===== src/rtl/router_node_port.sv =====
// Router-side endpoint of the node/router byte-serial link: inbound deserializer + FWFT FIFO,
// outbound serializer. Optional packet counters under `ROUTER_NODE_PORT_STATS_EN`.
module router_node_port #(
    parameter int DEPTH = 4
) (
    input  logic        clock,
    input  logic        reset,
    output logic        free_outbound,
    input  logic        put_outbound,
    input  logic [7:0]  payload_outbound,
    input  logic        free_inbound,
    output logic        put_inbound,
    output logic [7:0]  payload_inbound,
    output logic [31:0] rx_pkt,
    output logic        rx_valid,
    input  logic        rx_ready,
    input  logic [31:0] tx_pkt,
    input  logic        tx_valid,
    output logic        tx_ready
`ifdef ROUTER_NODE_PORT_STATS_EN
    ,
    output logic [15:0] rx_pkt_count,
    output logic [15:0] tx_pkt_count
`endif
);

    localparam int AW = $clog2(DEPTH);
    localparam int CW = AW + 1;
    localparam logic [CW-1:0] DEPTH_C = CW'(DEPTH);

    typedef enum logic { RX_IDLE, RX_RECV } rx_state_t;
    typedef enum logic { TX_IDLE, TX_SEND } tx_state_t;

    rx_state_t      rx_state_q;
    logic [1:0]     rx_idx_q;
    logic [31:0]    shift_q;

    logic [31:0]    mem_q [DEPTH];
    logic [AW-1:0]  wr_ptr_q;
    logic [AW-1:0]  rd_ptr_q;
    logic [CW-1:0]  count_q;
    logic [CW-1:0]  count_d;

    tx_state_t      tx_state_q;
    logic [1:0]     tx_idx_q;
    logic [31:0]    hold_q;

    logic           push;
    logic           pop;
    logic [31:0]    push_word;
    logic           tx_done;

    // A slot is reserved at packet start, so the push at byte 0 always has room.
    assign free_outbound = (rx_state_q == RX_IDLE) && (count_q < DEPTH_C) && !reset;
    assign push          = (rx_state_q == RX_RECV) && put_outbound && (rx_idx_q == 2'd0) && !reset;
    assign push_word     = {shift_q[31:8], payload_outbound};

    assign rx_valid = (count_q != '0) && !reset;
    assign rx_pkt   = mem_q[rd_ptr_q];
    assign pop      = rx_valid && rx_ready;

    assign tx_ready        = (tx_state_q == TX_IDLE) && !reset;
    assign put_inbound     = (tx_state_q == TX_SEND) && !reset;
    assign payload_inbound = put_inbound ? hold_q[8*tx_idx_q +: 8] : 8'h00;
    assign tx_done         = (tx_state_q == TX_SEND) && free_inbound && (tx_idx_q == 2'd0) && !reset;

    always_ff @(posedge clock) begin
        if (reset) begin
            rx_state_q <= RX_IDLE;
            rx_idx_q   <= 2'd3;
            shift_q    <= '0;
        end else begin
            case (rx_state_q)
                RX_IDLE: begin
                    if (put_outbound && free_outbound) begin
                        shift_q[31:24] <= payload_outbound;
                        rx_idx_q       <= 2'd2;
                        rx_state_q     <= RX_RECV;
                    end
                end
                RX_RECV: begin
                    if (put_outbound) begin
                        shift_q[8*rx_idx_q +: 8] <= payload_outbound;
                        if (rx_idx_q == 2'd0) begin
                            rx_idx_q   <= 2'd3;
                            rx_state_q <= RX_IDLE;
                        end else begin
                            rx_idx_q <= rx_idx_q - 2'd1;
                        end
                    end
                end
                default: rx_state_q <= RX_IDLE;
            endcase
        end
    end

    always_comb begin
        count_d = count_q;
        case ({push, pop})
            2'b10:   count_d = count_q + 1'b1;
            2'b01:   count_d = count_q - 1'b1;
            default: count_d = count_q;
        endcase
    end

    always_ff @(posedge clock) begin
        if (reset) begin
            wr_ptr_q <= '0;
            rd_ptr_q <= '0;
            count_q  <= '0;
        end else begin
            if (push) wr_ptr_q <= wr_ptr_q + 1'b1;
            if (pop)  rd_ptr_q <= rd_ptr_q + 1'b1;
            count_q <= count_d;
        end
    end

    always_ff @(posedge clock) begin
        if (push) mem_q[wr_ptr_q] <= push_word;
    end

    always_ff @(posedge clock) begin
        if (reset) begin
            tx_state_q <= TX_IDLE;
            tx_idx_q   <= 2'd3;
            hold_q     <= '0;
        end else begin
            case (tx_state_q)
                TX_IDLE: begin
                    if (tx_valid) begin
                        hold_q     <= tx_pkt;
                        tx_idx_q   <= 2'd3;
                        tx_state_q <= TX_SEND;
                    end
                end
                TX_SEND: begin
                    if (free_inbound) begin
                        if (tx_idx_q == 2'd0) begin
                            tx_state_q <= TX_IDLE;
                        end else begin
                            tx_idx_q <= tx_idx_q - 2'd1;
                        end
                    end
                end
                default: tx_state_q <= TX_IDLE;
            endcase
        end
    end

`ifdef ROUTER_NODE_PORT_STATS_EN
    logic [15:0] rx_cnt_q;
    logic [15:0] tx_cnt_q;

    always_ff @(posedge clock) begin
        if (reset) begin
            rx_cnt_q <= '0;
            tx_cnt_q <= '0;
        end else begin
            if (push)    rx_cnt_q <= rx_cnt_q + 16'd1;
            if (tx_done) tx_cnt_q <= tx_cnt_q + 16'd1;
        end
    end

    assign rx_pkt_count = rx_cnt_q;
    assign tx_pkt_count = tx_cnt_q;
`else
    logic unused_tx_done;
    assign unused_tx_done = tx_done;
`endif

endmodule


===== config.mk =====
export PLATFORM = sky130hd
export DESIGN_NAME = router_node_port
export DESIGN_NICKNAME = d
export VERILOG_FILES = /design/src/rtl/router_node_port.sv
export SDC_FILE = /design/constraint.sdc
export NUM_CORES = 1
export LEC_CHECK = 0
export CORE_MARGIN = 2
export CORE_UTILIZATION = 35
export DETAILED_ROUTE_END_ITERATION = 10
export PLACE_DENSITY = 0.59
export SYNTH_ARGS = -nofsm -noshare
export SYNTH_HDL_FRONTEND = slang
export SYNTH_SLANG_ARGS = --single-unit

===== constraint.sdc =====
create_clock -name clock -period 2.8 [get_ports clock]
set_input_delay 0.28 -clock clock [delete_from_list [all_inputs] [get_ports clock]]
set_output_delay 0.28 -clock clock [all_outputs]
set_load 0.05 [all_outputs]

==> summary.txt <==
Status
  • Status: completed

Pwr
  • Pleak: 3.19 nW
  • Internal power: 4.63 mW
  • Max VDD drop: a little under 0.4 mV
  • Net Switching: approximately 1.3 mW
  • Clock power share: 42.0%
  • PD cells: about 630 nW/um^2
  • Sequential share of power: 53.5%
  • Sw Ratio: 21.9%
  • Combinational Power Share: 4.4%

Worst hold path
  • Class of the worst hold path: in2reg
  • Worst Hold Endpoint: hold_q[24]$_SDFFE_PP0P_
  • HP Start: reset
  • Hold Path Depth: 2

Cells and area
  • Area Overhead vs Synth: 23.0%
  • Filler-free cell count of the finished design: 883
  • Final nets: 652
  • Final instance area: 9340 sq um
  • Fill cell count: 1879
  • Share of layout cells above drive strength 1: 21.7%
  • Number of diodes: 0
  • Multi-input logic area: 2170 sq um
  • Final core utilization: 44.2%
  • Register area: about 5300 sq um

STA
  • Slew margin rel.: 57.9%
  • RSZ-0062 raised after global routing: no
  • Final Slew Violations: 0
  • Final Hold Viols: 0
  • Setup TNS Final: 0 ns
  • Min cycle time layout: 2.66 ns
  • Final number of setup-violating endpoints: 0
  • Post-route clock period utilization: 95.1%
  • Fmax achieved: around 0.38 GHz
  • Clock Skew: about 0.0099 ns
  • Worst-margin pin slew: 0.629 ns

Global routing
  • Vias in the first global route: 4457
  • GRT Overall Usage: 14.2%
  • First-pass GRT wire length: 24000 um
  • Largest net degree at the start of global routing: 40
  • Initial antenna violation count: 0
  • Grt ovf: 0

Clocking
  • Clk pin slew, worst setup/hold paths: 0.07 ns
  • Deepest clock path buffer count: 2
  • CTS tree: built
  • Clock sinks: 199
  • Root Driver: clkbuf_16
  • H-Tree Depth: 4
  • Post-CTS resize count: 0
  • Setup bufs post-CTS: 0
  • CTS Hold Bufs: 0
  • Clk_lat worst skew: 0.43 ns
  • Inserted Clock Buffers: 17

Synth
  • Top cell type's share of synthesized area: between 50% and 60%
  • Async S/R FF share, synth: 0%
  • Post-Syn Area: 7590 sq um
  • Syn avg cell area: ~15 sq um
  • Leading post-synthesis cells by instance count: 128 x edfxtp_1, 71 x dfxtp_1, 70 x nand2_1
  • Count leader, synth: edfxtp_1
  • Dominant cell type by area after synthesis: edfxtp_1
  • Number of synthesized flops with an enable pin: 128
  • YS warnings: 0
  • Post-synth cell types: 38
  • Top_reg_cell synth: edfxtp_1
  • Sequential fraction of the synthesis area: between 60 and 70%
  • Dominant cells by area after synthesis: edfxtp_1 51%, dfxtp_1 19%, mux4_2 12%, nand2_1 3.5%, a21oi_1 2.4%
  • Syn_nets: 560
  • Number of synthesized register bits: 199
  • Post-Syn Instances: 503

Floorplan
  • Die Footprint: 22900 sq um
  • CORE AREA: 21200 sq um
  • Row count: 53
  • Top-Level Pins: 90
  • Die Width: 151 um
  • Starting Density: between 30 and 40%
  • Die height: 151 um

Critical path
  • R2r setup slk: 0.29 ns
  • Critical path class: reg2out
  • Setup crit end kind: output port
  • Crit Path Max Fanout: 10
  • RR Endpoint: count_q[2]$_SDFFE_PP0P_
  • Worst path required time: 2.52 ns
  • Worst r2r src: rx_idx_q[0]$_SDFFE_PP1P_
  • FF-to-FF path depth: 10
  • Crit path DAT: 2.38 ns
  • CP startpoint kind: flop

Route
  • Total wire length: about 15000 um
  • Routed Antenna Nets: 0
  • # DRC: 0
  • Vias after detailed routing: 4357
  • DR vias/cell: 4.93
  • Wire length per cell: 17.2 um
  • Iteration-0 DRC Markers: 231
  • Drt pass-1 iters: 5

Placed design
  • Cell Area, Placed: 8740 sq um
  • Port bufs: just under 90
  • Routability congestion estimate: 0.785
  • DP HPWL: 9600 um
  • Placed cell count: 851

Job
  • Max-cap violation count: 0
## layout by cell type, fill, tap and decap left out, types with 2 or more instances in the layout
cell and n:
bufinv_16 2, clkbuf_16 17, and2_1 5, nor2b_1 9
a22o_2 8, clkdlybuf4s50_1 56, dfxtp_1 70, mux4_2 40
edfxtp_1 128, inv_6 4, xor2_1 2, buf_4 44
nand3_1 2, nand2b_1 4, nor2_1 31, xnor2_1 3
inv_8 6, o21ai_0 4, a22oi_1 17, inv_1 11
nand2_1 70, a21oi_1 37, nor3_1 4, or2_2 2
ha_1 10
## kinds of logic after synthesis
family / after synthesis / synth area share, %
AOI/OAI and AO/OA: 72 / 6.13
xor gates and xnor gates: 5 / 0.577
adders and majority gates: 11 / 1.91
buffers and inverters: 41 / 2.17
DFF: 199 / 69.3
muxes: 40 / 11.9
and+or+nand+nor: 135 / 8.02
## worst max-delay path by stage
| stage | startpoint | endpoint | slack [ns] | cells after the start |
|---|---|---|---|---|
| floorplan | rx_idx_q[0]$_SDFFE_PP1P_ | count_q[2]$_SDFFE_PP0P_ | 0.47 | 11 |
| global placement | rx_ready | count_q[2]$_SDFFE_PP0P_ | 0.40 | 8 |
| detailed placement | rx_idx_q[0]$_SDFFE_PP1P_ | count_q[2]$_SDFFE_PP0P_ | 0.29 | 10 |
| CTS | tx_idx_q[0]$_SDFFE_PP1P_ | payload_inbound[6] | 0.1 | 4 |
| global route | tx_idx_q[0]$_SDFFE_PP1P_ | payload_inbound[3] | 0.003 | 4 |
| finish | tx_idx_q[0]$_SDFFE_PP1P_ | payload_inbound[6] | 0.14 | 4 |
## state kept, by name, indices dropped and copies added, names as in the netlist, named ones only
signal / count
rd_ptr_q: 2
rx_idx_q: 2
hold_q: 32
count_q: 3
tx_state_q: 1
tx_idx_q: 2
shift_q: 24
rx_state_q: 1
wr_ptr_q: 2
mem_q: 128
## metrics by stage
step | hold WS, ns | setup WS (ns) | power [mW]
floorplan | 0.379 | 0.467 | 3.37
global placement | 0.439 | 0.397 | 3.50
detailed placement | 0.448 | 0.294 | 3.50
CTS | 0.152 | 0.0957 | 6.00
global route | 0.168 | 0.00344 | 6.15
finish | 0.174 | 0.136 | 5.93
## per-layer routing
metal	vias to the layer above	GRT usage [%]	wire length, um	part of all wire, %
met5	-	0	0	0
met4	0	5.19	160	1.1
met3	8	3.89	751	4.9
met2	116	22.9	7540	50
met1	2180	18.5	6730	44
li1	2053	-	-	-
## layout make-up
type,count,area share [%]
repair buffers,102,9.80
inverters,12,0.482
flip-flops and latches,199,56.4
clock inverters,14,1.87
multi-input cells,263,23.2
clock buffers,18,4.59
well taps,275,3.68
## power groups by stage
stage	Sequential [mW]	Clock [mW]	Combinational (mW)
2_1_floorplan	3.22	0	0.148
3_3_place_gp	3.23	0	0.261
3_5_place_dp	3.24	0	0.265
4_1_cts	3.17	2.57	0.266
5_1_grt	3.18	2.68	0.290
6_report	3.17	2.49	0.263
## worst max-delay path: stages, from the launching register on
cell             delay [ns]
dfxtp_1                0.32
buf_4                  0.22
mux4_2                 0.54
nor2b_1                0.15
clkdlybuf4s50_1        0.72
No activity file was read; power rests on OpenSTA's default activity.
